File: config.mk
export PLATFORM = sky130hd
export DESIGN_NAME = muib_denetleyici
export DESIGN_NICKNAME = d
export VERILOG_FILES = /design/src/rtl/yurut_pkg.sv /design/src/rtl/muib_istek_fifo.sv /design/src/rtl/muib_denetleyici.sv
export SDC_FILE = /design/constraint.sdc
export NUM_CORES = 1
export LEC_CHECK = 0
export CORE_ASPECT_RATIO = 2
export CORE_UTILIZATION = 45
export DETAILED_ROUTE_END_ITERATION = 12
export PLACE_DENSITY = 0.75
export SYNTH_ARGS = -nofsm -noshare
export SYNTH_HDL_FRONTEND = slang
export SYNTH_HIERARCHICAL = 1
export SYNTH_SLANG_ARGS = --single-unit
File: constraint.sdc
create_clock -name clk_i -period 10.4 [get_ports clk_i]
set_input_delay 1.04 -clock clk_i [delete_from_list [all_inputs] [get_ports clk_i]]
set_output_delay 1.04 -clock clk_i [all_outputs]
set_load 0.05 [all_outputs]
File: src/rtl/yurut_pkg.sv
`default_nettype none
// yurut_pkg : execute-stage types shared by the MUIB sequencer and its FIFO (rev 1.0)
package yurut_pkg;

  typedef enum logic [2:0] {
    MUL    = 3'd0,
    MULH   = 3'd1,
    MULHSU = 3'd2,
    MULHU  = 3'd3,
    DIV    = 3'd4,
    DIVU   = 3'd5,
    REM    = 3'd6,
    REMU   = 3'd7
  } muib_islem_t;

  typedef enum logic [1:0] {
    BOSTA  = 2'd0,
    YURUT  = 2'd1,
    SONUC  = 2'd2,
    BOSALT = 2'd3
  } muib_den_durum_t;

  typedef struct packed {
    muib_islem_t islem;
    logic [31:0] rs1;
    logic [31:0] rs2;
    logic [4:0]  rd;
  } muib_istek_t;

  localparam int unsigned ISTEK_W = $bits(muib_istek_t);

  // DIV/DIVU/REM/REMU all have the top opcode bit set
  function automatic logic bolme_mu(input muib_islem_t islem);
    return islem[2];
  endfunction

endpackage
`default_nettype wire

File: src/rtl/muib_istek_fifo.sv
`default_nettype none
// muib_istek_fifo : registered request FIFO with synchronous flush (rev 1.0)
module muib_istek_fifo #(
  parameter int unsigned DERINLIK = 2,
  parameter int unsigned GENISLIK = 8
) (
  input  logic                clk,
  input  logic                rstn,
  input  logic                temizle,
  input  logic                yaz,
  input  logic [GENISLIK-1:0] yaz_veri,
  input  logic                oku,
  output logic [GENISLIK-1:0] bas,
  output logic                bos,
  output logic                dolu
);

  localparam int unsigned AW = (DERINLIK > 1) ? $clog2(DERINLIK) : 1;

  logic [GENISLIK-1:0] bellek [DERINLIK];
  logic [AW:0]         yaz_ptr;
  logic [AW:0]         oku_ptr;

  // extra pointer bit tells full from empty when the index bits coincide
  assign bos  = (yaz_ptr == oku_ptr);
  assign dolu = (yaz_ptr[AW] != oku_ptr[AW]) && (yaz_ptr[AW-1:0] == oku_ptr[AW-1:0]);
  assign bas  = bellek[oku_ptr[AW-1:0]];

  always_ff @(posedge clk) begin
    if (yaz && !dolu) begin
      bellek[yaz_ptr[AW-1:0]] <= yaz_veri;
    end
  end

  always_ff @(posedge clk) begin
    if (!rstn) begin
      yaz_ptr <= '0;
      oku_ptr <= '0;
    end else if (temizle) begin
      yaz_ptr <= '0;
      oku_ptr <= '0;
    end else begin
      if (yaz && !dolu) yaz_ptr <= yaz_ptr + 1'b1;
      if (oku && !bos)  oku_ptr <= oku_ptr + 1'b1;
    end
  end

endmodule
`default_nettype wire

File: src/rtl/muib_denetleyici.sv
`default_nettype none
// muib_denetleyici : queues mul/div requests and sequences them through the MUIB one at a time (rev 1.0)
module muib_denetleyici
  import yurut_pkg::*;
#(
  parameter int unsigned DERINLIK     = 2,
  parameter bit          KISAYOL_ACIK = 1'b1
) (
  input  logic        clk_i,
  input  logic        rstn_i,
  input  logic        istek_gecerli_i,
  output logic        istek_hazir_o,
  input  logic [2:0]  istek_islem_i,
  input  logic [31:0] istek_rs1_i,
  input  logic [31:0] istek_rs2_i,
  input  logic [4:0]  istek_rd_i,
  input  logic        temizle_i,
  output logic        muib_aktif_o,
  output logic [2:0]  muib_islem_o,
  output logic [31:0] muib_rs1_o,
  output logic [31:0] muib_rs2_o,
  input  logic        muib_hazir_i,
  input  logic [31:0] muib_sonuc_i,
  output logic        muib_tuket_o,
  output logic        sonuc_gecerli_o,
  input  logic        sonuc_hazir_i,
  output logic [31:0] sonuc_o,
  output logic [4:0]  sonuc_rd_o,
  output logic        mesgul_o
);

  muib_den_durum_t durum, sonraki;
  muib_istek_t     yeni, bas;
  logic            bos, dolu, yaz, oku;
  logic            kisayol_var;
  logic [31:0]     kisayol_deger;
  logic            kisayol_yukle, yurut_yukle, yakala, tuket;
  muib_islem_t     islem_r;
  logic [31:0]     rs1_r, rs2_r, sonuc_r;
  logic [4:0]      rd_r;

  assign istek_hazir_o = rstn_i && !dolu;
  assign yaz           = istek_gecerli_i && istek_hazir_o && !temizle_i;
  assign yeni          = {istek_islem_i, istek_rs1_i, istek_rs2_i, istek_rd_i};

  muib_istek_fifo #(
    .DERINLIK (DERINLIK),
    .GENISLIK (ISTEK_W)
  ) u_fifo (
    .clk      (clk_i),
    .rstn     (rstn_i),
    .temizle  (temizle_i),
    .yaz      (yaz),
    .yaz_veri (yeni),
    .oku      (oku),
    .bas      (bas),
    .bos      (bos),
    .dolu     (dolu)
  );

  // trivial divisions whose result is fixed by the operands alone
  always_comb begin
    kisayol_var   = 1'b0;
    kisayol_deger = '0;
    if (bas.rs2 == '0) begin
      if (bas.islem inside {DIV, DIVU}) begin
        kisayol_var   = 1'b1;
        kisayol_deger = '1;
      end else if (bas.islem inside {REM, REMU}) begin
        kisayol_var   = 1'b1;
        kisayol_deger = bas.rs1;
      end
    end else if (bas.rs1 == 32'h8000_0000 && bas.rs2 == 32'hFFFF_FFFF) begin
      if (bas.islem == DIV) begin
        kisayol_var   = 1'b1;
        kisayol_deger = 32'h8000_0000;
      end else if (bas.islem == REM) begin
        kisayol_var   = 1'b1;
        kisayol_deger = '0;
      end
    end
  end

  always_ff @(posedge clk_i) begin
    if (!rstn_i) durum <= BOSTA;
    else         durum <= sonraki;
  end

  always_comb begin
    sonraki       = durum;
    oku           = 1'b0;
    kisayol_yukle = 1'b0;
    yurut_yukle   = 1'b0;
    yakala        = 1'b0;
    tuket         = 1'b0;
    case (durum)
      BOSTA: begin
        if (!bos && !temizle_i) begin
          oku = 1'b1;
          if (bas.rd == '0) begin
            sonraki = BOSTA;
          end else if (KISAYOL_ACIK && kisayol_var) begin
            kisayol_yukle = 1'b1;
            sonraki       = SONUC;
          end else begin
            yurut_yukle = 1'b1;
            sonraki     = YURUT;
          end
        end
      end
      YURUT: begin
        if (muib_hazir_i) begin
          tuket = 1'b1;
          if (temizle_i) begin
            sonraki = BOSTA;
          end else begin
            yakala  = 1'b1;
            sonraki = SONUC;
          end
        end else if (temizle_i) begin
          // a started division must run to completion before the unit is reused
          sonraki = bolme_mu(islem_r) ? BOSALT : BOSTA;
        end
      end
      SONUC: begin
        if (temizle_i || sonuc_hazir_i) sonraki = BOSTA;
      end
      BOSALT: begin
        if (muib_hazir_i) begin
          tuket   = 1'b1;
          sonraki = BOSTA;
        end
      end
      default: sonraki = BOSTA;
    endcase
  end

  always_ff @(posedge clk_i) begin
    if (!rstn_i) begin
      islem_r <= MUL;
      rs1_r   <= '0;
      rs2_r   <= '0;
      rd_r    <= '0;
      sonuc_r <= '0;
    end else begin
      if (yurut_yukle) begin
        islem_r <= bas.islem;
        rs1_r   <= bas.rs1;
        rs2_r   <= bas.rs2;
      end
      if (yurut_yukle || kisayol_yukle) rd_r <= bas.rd;
      if (kisayol_yukle)  sonuc_r <= kisayol_deger;
      else if (yakala)    sonuc_r <= muib_sonuc_i;
    end
  end

  assign muib_aktif_o    = (durum == YURUT) || (durum == BOSALT);
  assign muib_islem_o    = islem_r;
  assign muib_rs1_o      = rs1_r;
  assign muib_rs2_o      = rs2_r;
  assign muib_tuket_o    = tuket;
  assign sonuc_gecerli_o = (durum == SONUC);
  assign sonuc_o         = sonuc_r;
  assign sonuc_rd_o      = rd_r;
  assign mesgul_o        = !bos || (durum != BOSTA);

endmodule
`default_nettype wire
==> results_dict.tcl, run 1 <==
set metrics [dict create \
    status "complete, no violations" \
    end_kind "flip-flop" \
    synthesis.nets 978 \
    synthToLayoutAreaGrowth_pct 29.7 \
    final.setup.tns_ns 0 \
    arrival_ns 4.58 \
    wl_per_cell_um 20.7 \
    hold_path_startpoint "sonuc_rd_o[2]" \
    cts_resized 0 \
    crit_fanout 77 \
    setup_viol 0 \
    cts_tree "yes" \
    synth.distinct_cells 49 \
    cp.buffers_inverters 5 \
    cts.sinks 255 \
    cts_setup_buffers 0 \
    avgSynthCellArea_sq_um 12.0 \
    r2r_slack_ns 6.37 \
    dp_hpwl_um 18700 \
    numCtsBuffers 22 \
    timing.hold.ws_ns 0.459 \
    synth_seq_area_share 0.631 \
    h-tree-depth 1 \
    slowest_delay_ns 0.94 \
    total_power_mw 2.18 \
    syn_area_sq_um 10400 \
    dr.first_iter.drc_count 497 \
    synth_ff_type "edfxtp_1" \
    clock_skew_ns 0.0123 \
    overflow 0 \
    r2r_cells 8 \
    clock_latency_ns 0.50 \
    ys_ff_latch 255 \
    drv_slew 0 \
    power_density_nw_per_um2 162 \
    period_needed_ns 4.46 \
    tightestPinTransition_ns 1.11 \
    dr.pass1.iters 5 \
    hold_viol 0 \
    cp_top_family "buffers and inverters" \
    finalWirelength_um 27900 \
    critical_path.cell_chain "clkdlybuf4s50_1, buf_4, inv_2, buf_4, nor4b_1, nand2_1, a21oi_4, buf_4" \
    finalCritPeriodShare 0.429 \
    holdBufCountCts 0 \
    startpoint_type "input pin" \
    final_nets 1160 \
    cts.reportedPaths.clkPinSlew_ns 0.07 \
    vias 7557 \
    maxCapViolations 0 \
    antenna_found_initial 2 \
    io_pins 219 \
    start_util 0.458 \
    fillers 1888 \
    hold_path_class "reg -> reg" \
    rsz0062_at_grt "no" \
    layout_common_cells "clkdlybuf4s50_1, edfxtp_1, a21oi_1, dfxtp_1, mux2_2" \
    die_area_sq_um 23700 \
    cts_buffer_depth 3 \
    hold-path-endpoint "sonuc_rd_o[2]" \
    std_cell_rows 78 \
    crit_required_ns 10.52 \
    r2r_end "muib_rs1_o[5]" \
    layout_commonest_cell "clkdlybuf4s50_1" \
    grt_pass1_vias 7742 \
    die_h_um 217 \
    grt.total_usage 0.235 \
    fin_util 0.595 \
    clockRootBuffer "clkbuf_16" \
    coreArea_sq_um 22600 \
    numPortBuffers 218 \
    detail-route-antenna-nets 0 \
    fp.dieW_um 109 \
    relSlewSlack 0.260 \
    p_leak_nw 4.43 \
    gp_congestion 0.788 \
    netlist_instances 868 \
    grt_max_degree 99 \
    grt_pass1_wl_um 42000 \
    drive_above_1_share 0.118 \
    fmax_ghz 0.224 \
    synth_edf_count 144 \
    peakVddDrop_v 0.000130 \
    route.detailed.drc 0 \
    synthArstFlopShare 0 \
    crit_type "in -> reg" \
    worstHoldPathCells 2 \
    yosysWarnings 6 \
    cp_common_cell "buf_4" \
    cpMaxStageDelayCell "nor4b_1" \
    postPlaceCellArea_sq_um 12700 \
    vias_per_cell 5.61 \
    postLayoutCellArea_sq_um 13500 \
]
[cell usage after synthesis (all sizes together), types with 2 or more instances]
master   count  share of area
o311ai       2         0.0017
inv         35          0.013
nor3         2         0.0019
a2bb2oi      2         0.0017
nor2b        2         0.0012
dfxtp      111           0.21
nor4bb       2         0.0019
buf         21          0.013
nor2        13         0.0047
o21ai       76          0.037
nand3       70          0.034
clkbuf      49          0.018
edfxtp     144           0.42
a211oi       2         0.0014
a21oi      137          0.066
nand4        7         0.0042
or4          3         0.0022
xor2         2         0.0017
nor4b        2         0.0017
mux2i       32          0.031
and4         3         0.0025
o21a        32          0.023
nor4        14         0.0090
nand2       15         0.0054
mux2        72          0.078
[final cells by class]
cell class	instances	area, sq um	share of cell area
Clock inverter	10	131	0.00976
Inverter	35	131	0.00976
Clock buffer	30	612	0.0454
Antenna cell	2	5.00	0.000372
Timing Repair Buffer	228	2260	0.168
Tap cell	280	350	0.0260
Sequential cell	255	6550	0.486
Multi-Input combinational cell	508	3430	0.255
[state kept, by name, indices dropped and copies added, names as in the netlist, named ones only]
register,cells
sonuc_o,32
u_fifo/bellek,144
muib_rs2_o,32
muib_rs1_o,32
muib_islem_o,3
u_fifo/oku_ptr,2
durum,2
sonuc_rd_o,5
u_fifo/yaz_ptr,2
[per-stage QoR]
| step | setup WS, ns | cells |
|---|---|---|
| 6_report | 5.94 | 1348 |
| 3_5_place_dp | 5.59 | 1306 |
| 2_1_floorplan | 4.14 | 868 |
| 3_3_place_gp | 5.66 | 1306 |
| 4_1_cts | 5.98 | 1346 |
| 5_1_grt | 5.75 | 1348 |
[routing by layer]
layer,track usage,vias to the layer above,share of wire
li1,-,3582,-
met1,0.257,3637,0.36
met2,0.435,275,0.54
met3,0.0207,63,0.046
met4,0.127,0,0.054
met5,0,-,0
[worst max path at each step]
stage           start                   end  slack, ns  cells past startpoint
2_1_floorplan  rstn_i   u_fifo/bellek[1][0]       4.14                      6
5_1_grt        rstn_i  u_fifo/bellek[1][41]       5.75                      8
3_5_place_dp   rstn_i  u_fifo/bellek[1][31]       5.59                      8
6_report       rstn_i  u_fifo/bellek[1][53]       5.94                      8
4_1_cts        rstn_i         istek_hazir_o       5.98                      6
3_3_place_gp   rstn_i  u_fifo/bellek[1][35]       5.66                      8
[tightest hold or removal path: stages, from the launching register on]
cell,delay (ns)
dfxtp_1,0.31
nand2_1,0.05
a21oi_1,0.05
[where the power goes]
group	internal (mW)	switching, mW	total, mW	leakage [nW]
Sequential	1.09	0.0152	1.10	2.20
Combinational	0.0957	0.135	0.231	1.87
Clock	0.489	0.354	0.843	0.352
Total	1.67	0.504	2.18	4.43
[cell families after synthesis]
logic type      after synthesis  share of synthesized area
compound gates              259                      0.139
buf+inv                     105                     0.0434
xor+xnor                      3                    0.00325
flops                       255                      0.631
simple gates                142                     0.0752
mux                         104                      0.109
Note: power is estimated with default switching activity, not from simulation.
==> inputs of run 2 (changes only) <==
--- a/config.mk
+++ b/config.mk
@@ -8,7 +8,7 @@
 export CORE_ASPECT_RATIO = 2
 export CORE_UTILIZATION = 45
 export DETAILED_ROUTE_END_ITERATION = 12
-export PLACE_DENSITY = 0.75
+export PLACE_DENSITY = 0.78
 export SYNTH_ARGS = -nofsm -noshare
 export SYNTH_HDL_FRONTEND = slang
 export SYNTH_HIERARCHICAL = 1
==> constraint.sdc (replaced) <==
create_clock -name clk_i -period 3.7 [get_ports clk_i]
set_input_delay 0.37 -clock clk_i [delete_from_list [all_inputs] [get_ports clk_i]]
set_output_delay 0.37 -clock clk_i [all_outputs]
set_load 0.05 [all_outputs]
==> run 2 against run 1 <==
Compared with the run above: sequential share of layout area is 0.70 points lower; largest cell class unchanged; highest routed layer unchanged; first-iteration DRC count down 8.9%; wire length increased by 3.9%; die area is the same; clock skew grew 0.0076 ns; utilization rose by 0.87 points; setup slack lost 5.7 ns; clock-buffer cell count did not move; register-to-register slack worse by 6.1 ns; largest power group unchanged; final cell count is 1.1% higher; total power rose to 2.8 times the previous value; sequential cell count unchanged.
==> results_dict.tcl, run 2 (same netlist as run 1, synthesis figures left out) <==
set metrics [dict create \
    status "complete, no violations" \
    startpoint_type "flip-flop" \
    start_util 0.458 \
    wl_per_cell_um 21.2 \
    worst_slack_ns 0.278 \
    dp_hpwl_um 20100 \
    cts_buffer_depth 3 \
    cts_tree "yes" \
    finalWirelength_um 29000 \
    p_int_mw 4.72 \
    grt_max_degree 77 \
    numCtsBuffers 22 \
    cts_setup_buffers 0 \
    fmax_ghz 0.292 \
    clock_skew_ns 0.0200 \
    end_kind "flip-flop" \
    period_needed_ns 3.42 \
    postLayoutCellArea_sq_um 13700 \
    grt_pass1_vias 7888 \
    cp.buffers_inverters 2 \
    place_ws_ns 0.320 \
    clockRootBuffer "clkbuf_16" \
    grt.total_usage 0.245 \
    crit_fanout 31 \
    fp.dieW_um 109 \
    dr.pass1.iters 5 \
    critical_path.cell_chain "buf_4, mux2_2, nand4bb_1, nor4_1, nand2_1, o31a_2, buf_4, nand3_1, a21oi_1" \
    crit_type "reg -> reg" \
    finalCritPeriodShare 0.925 \
    crit_required_ns 4.05 \
    cts_resized 0 \
    power_density_nw_per_um2 450 \
    relSlewSlack 0.404 \
    numPortBuffers 218 \
    timing.hold.ws_ns 0.428 \
    drive_above_1_share 0.129 \
    layout_commonest_cell "clkdlybuf4s50_1" \
    final_nets 1172 \
    gp_congestion 0.802 \
    final.setup.tns_ns 0 \
    clkPwrFrac 0.389 \
    die_h_um 217 \
    holdBufCountCts 0 \
    total_power_mw 6.15 \
    synthToLayoutAreaGrowth_pct 31.6 \
    cp_top_family "simple AND/OR/NAND/NOR gates" \
    die_area_sq_um 23700 \
    maxCapViolations 0 \
    vias 7785 \
    grt_pass1_wl_um 43400 \
    cp_common_cell "buf_4" \
    setup_viol 0 \
    peakVddDrop_v 0.000425 \
    arrival_ns 3.77 \
    pwr-share-seq 0.504 \
    p_leak_nw 4.53 \
    coreArea_sq_um 22600 \
    switching_share 0.232 \
    overflow 0 \
    hold_path_class "in -> reg" \
    power_switching_mw 1.43 \
    slowest_delay_ns 0.66 \
    clock_latency_ns 0.52 \
    postPlaceCellArea_sq_um 12900 \
    hold_viol 0 \
    cpMaxStageDelayCell "dfxtp_4" \
    vias_per_cell 5.71 \
    detail-route-antenna-nets 0 \
    drv_slew 0 \
    std_cell_rows 78 \
    layout_common_cells "clkdlybuf4s50_1, edfxtp_1, a21oi_1, dfxtp_1, mux2_2" \
    largest_reg_flops 144 \
    io_pins 219 \
    r2r_slack_ns 0.28 \
    route.detailed.drc 0 \
    cts.reportedPaths.clkPinSlew_ns 0.06 \
    cts.sinks 255 \
    rsz0062_at_grt "no" \
    antenna_found_initial 5 \
    h-tree-depth 1 \
    combinationalPowerShare 0.107 \
    dr.first_iter.drc_count 453 \
    tightestPinTransition_ns 0.895 \
]
-- run 2: cell count changes in the layout (fill, tap and decap cells not counted), sizes merged --
cell	previous run	this run
buf	10	23
clkinv	3	6
diode	2	5
clkinvlp	3	1
clkdlybuf4s50	218	217
inv	36	35
-- run 2: cell type report --
| cell class | instances | area [sq um] |
|---|---|---|
| tap | 280 | 350 |
| clock buffer | 30 | 622 |
| timing repair buffer | 240 | 2440 |
| multi-input combinational | 508 | 3430 |
| fill | 1856 | 8980 |
| antenna | 5 | 12.5 |
| clock inverter | 10 | 124 |
| inverter | 35 | 131 |
| sequential | 255 | 6550 |
-- run 2: final timing paths --
check	startpoint	to	depth (start not counted)
max	flip-flop	muib_rs2_o[0]	9
min	istek_rs2_i[20]	u_fifo/bellek[0][25]	1
min reg2reg	sonuc_rd_o[0]	sonuc_rd_o[0]	2
max reg2reg	flip-flop	muib_rs2_o[0]	9
-- run 2: power groups by stage --
| stage | Sequential [mW] | Clock, mW | Combinational, mW |
|---|---|---|---|
| floorplan | 3.24 | 0 | 0.277 |
| global placement | 3.16 | 0 | 0.648 |
| detailed placement | 3.16 | 0 | 0.655 |
| CTS | 3.10 | 2.42 | 0.660 |
| global route | 3.10 | 2.53 | 0.698 |
| finish | 3.10 | 2.39 | 0.658 |
-- run 2: per-layer routing --
layer / up-vias / wire [um] / GRT usage
met1: 3776 / 9850 / 0.262
li1: 3604 / - / -
met2: 333 / 16100 / 0.453
met3: 72 / 1410 / 0.0183
met5: - / 0 / 0
met4: 0 / 1550 / 0.151
-- run 2: stage by stage --
stage / cells / util
floorplan: 868 / -
global placement: 1318 / 0.570
detailed placement: 1318 / 0.570
CTS: 1358 / 0.603
global route: 1363 / 0.604
finish: 1363 / 0.604
==> inputs of run 3 (changes only) <==
--- a/config.mk
+++ b/config.mk
@@ -6,6 +6,7 @@
 export NUM_CORES = 1
 export LEC_CHECK = 0
 export CORE_ASPECT_RATIO = 2
+export CORE_MARGIN = 2
 export CORE_UTILIZATION = 45
 export DETAILED_ROUTE_END_ITERATION = 12
 export PLACE_DENSITY = 0.78
==> run 3 against run 2 <==
Compared with the run above: clock power barely moved; final cell count up 0.22%; sequential share of layout area down 0.066 points; utilization increased by 0.083 points; via count decreased by 0.73%; combinational power is essentially flat; largest cell class unchanged; largest power group unchanged; highest routed layer unchanged.
==> results_dict.tcl, run 3 (same netlist as run 1, synthesis figures left out) <==
set metrics [dict create \
    status "complete, no violations" \
    detail-route-antenna-nets 0 \
    peakVddDrop_v 0.000389 \
    cp_top_family "simple AND/OR/NAND/NOR gates" \
    slowest_delay_ns 0.63 \
    layout_commonest_cell "clkdlybuf4s50_1" \
    power_switching_mw 1.42 \
    critical_path.cell_chain "mux2_2, or4b_1, nor4_2, nand2_1, o31a_2, buf_12, nand3_1, a21oi_1" \
    power_density_nw_per_um2 451 \
    route.detailed.drc 0 \
    cts.reportedPaths.clkPinSlew_ns 0.06 \
    numPortBuffers 218 \
    grt_max_degree 77 \
    cpMaxStageDelayCell "dfxtp_4" \
    hold_viol 0 \
    finalWirelength_um 28800 \
    rsz0062_at_grt "no" \
    final.setup.tns_ns 0 \
    combinationalPowerShare 0.106 \
    place_ws_ns 0.313 \
    clock_skew_ns 0.0128 \
    cts_tree "yes" \
    cts.sinks 255 \
    antenna_found_initial 7 \
    numCtsBuffers 22 \
    r2r_cells 8 \
    maxCapViolations 0 \
    grt_pass1_vias 7838 \
    regArea_sq_um 6550 \
    period_needed_ns 3.44 \
    startpoint_type "flip-flop" \
    hold_path_class "in -> reg" \
    grt_pass1_wl_um 44000 \
    cp.buffers_inverters 1 \
    io_pins 219 \
    hold_path_startpoint "istek_rs2_i[6]" \
    cts_setup_buffers 0 \
    p_leak_nw 4.55 \
    fp.dieW_um 111 \
    die_h_um 219 \
    drive_above_1_share 0.133 \
    tightestPinTransition_ns 0.933 \
    relSlewSlack 0.378 \
    gp_congestion 0.798 \
    die_area_sq_um 24400 \
    pwr-share-seq 0.502 \
    clock_latency_ns 0.51 \
    final_nets 1174 \
    wl_per_cell_um 21.1 \
    cts_buffer_depth 3 \
    synthToLayoutAreaGrowth_pct 31.8 \
    h-tree-depth 1 \
    setup_viol 0 \
    vias 7728 \
    clkPwrFrac 0.392 \
    postPlaceCellArea_sq_um 12900 \
    grt.total_usage 0.230 \
    hold-path-endpoint "u_fifo/bellek[1][11]" \
    worst_slack_ns 0.265 \
    crit_required_ns 4.05 \
    layout_common_cells "clkdlybuf4s50_1, edfxtp_1, a21oi_1, dfxtp_1, mux2_2" \
    crit_fanout 32 \
    holdBufCountCts 0 \
    std_cell_rows 78 \
    largest_reg_flops 144 \
    arrival_ns 3.79 \
    dr.pass1.iters 5 \
    worstHoldPathCells 1 \
    r2r_slack_ns 0.26 \
    total_power_mw 6.17 \
    dp_hpwl_um 20000 \
    overflow 0 \
    postLayoutCellArea_sq_um 13700 \
    r2r_end "muib_rs2_o[3]" \
    switching_share 0.230 \
    drv_slew 0 \
    cts_resized 0 \
    fillers 1884 \
    p_int_mw 4.75 \
    vias_per_cell 5.66 \
    fmax_ghz 0.291 \
    dr.first_iter.drc_count 527 \
    end_kind "flip-flop" \
    multi_input_area_sq_um 3430 \
    start_util 0.458 \
    crit_type "reg -> reg" \
    coreArea_sq_um 22600 \
    finalCritPeriodShare 0.928 \
    clockRootBuffer "clkbuf_16" \
]
[run 3: area by class of cell]
cell class / count / area share
Sequential cell: 255 / 0.479
Clock inverter: 11 / 0.0119
Clock buffer: 28 / 0.0434
Tap cell: 280 / 0.0256
Inverter: 35 / 0.00960
Antenna cell: 7 / 0.00128
Multi-Input combinational cell: 508 / 0.251
Timing Repair Buffer: 242 / 0.179
[run 3: how the worst max path moves through the flow]
stage | start | to | slack (ns) | depth (start not counted)
final | flip-flop | muib_rs2_o[3] | 0.26 | 8
after global routing | flip-flop | muib_rs1_o[21] | 0.03 | 8
after CTS | flip-flop | muib_rs1_o[21] | 0.29 | 8
after detailed placement | flip-flop | muib_rs1_o[21] | 0.31 | 8
after global placement | flip-flop | muib_rs1_o[9] | 0.35 | 10
after floorplan | rstn_i | u_fifo/bellek[0][0] | 0.29 | 5
[run 3: metal layers]
| metal | wire, um | global-route usage | vias up |
|---|---|---|---|
| met3 | 1430 | 0.0318 | 77 |
| li1 | - | - | 3603 |
| met4 | 1700 | 0.129 | 0 |
| met5 | 0 | 0 | - |
| met1 | 10200 | 0.251 | 3739 |
| met2 | 15500 | 0.425 | 309 |
[run 3: per-stage QoR]
stage | std cells | utilization | hold WS [ns]
floorplan | 868 | - | 0.469
global placement | 1320 | 0.570 | 0.443
detailed placement | 1320 | 0.570 | 0.454
CTS | 1359 | 0.604 | 0.427
global route | 1366 | 0.604 | 0.425
finish | 1366 | 0.604 | 0.439
[run 3: power by group through the flow]
| stage | sequential [mW] | clock, mW | combinational [mW] |
|---|---|---|---|
| 3_5_place_dp | 3.16 | 0 | 0.656 |
| 4_1_cts | 3.10 | 2.45 | 0.660 |
| 5_1_grt | 3.10 | 2.56 | 0.696 |
| 6_report | 3.10 | 2.42 | 0.656 |
| 3_3_place_gp | 3.16 | 0 | 0.646 |
| 2_1_floorplan | 3.24 | 0 | 0.277 |
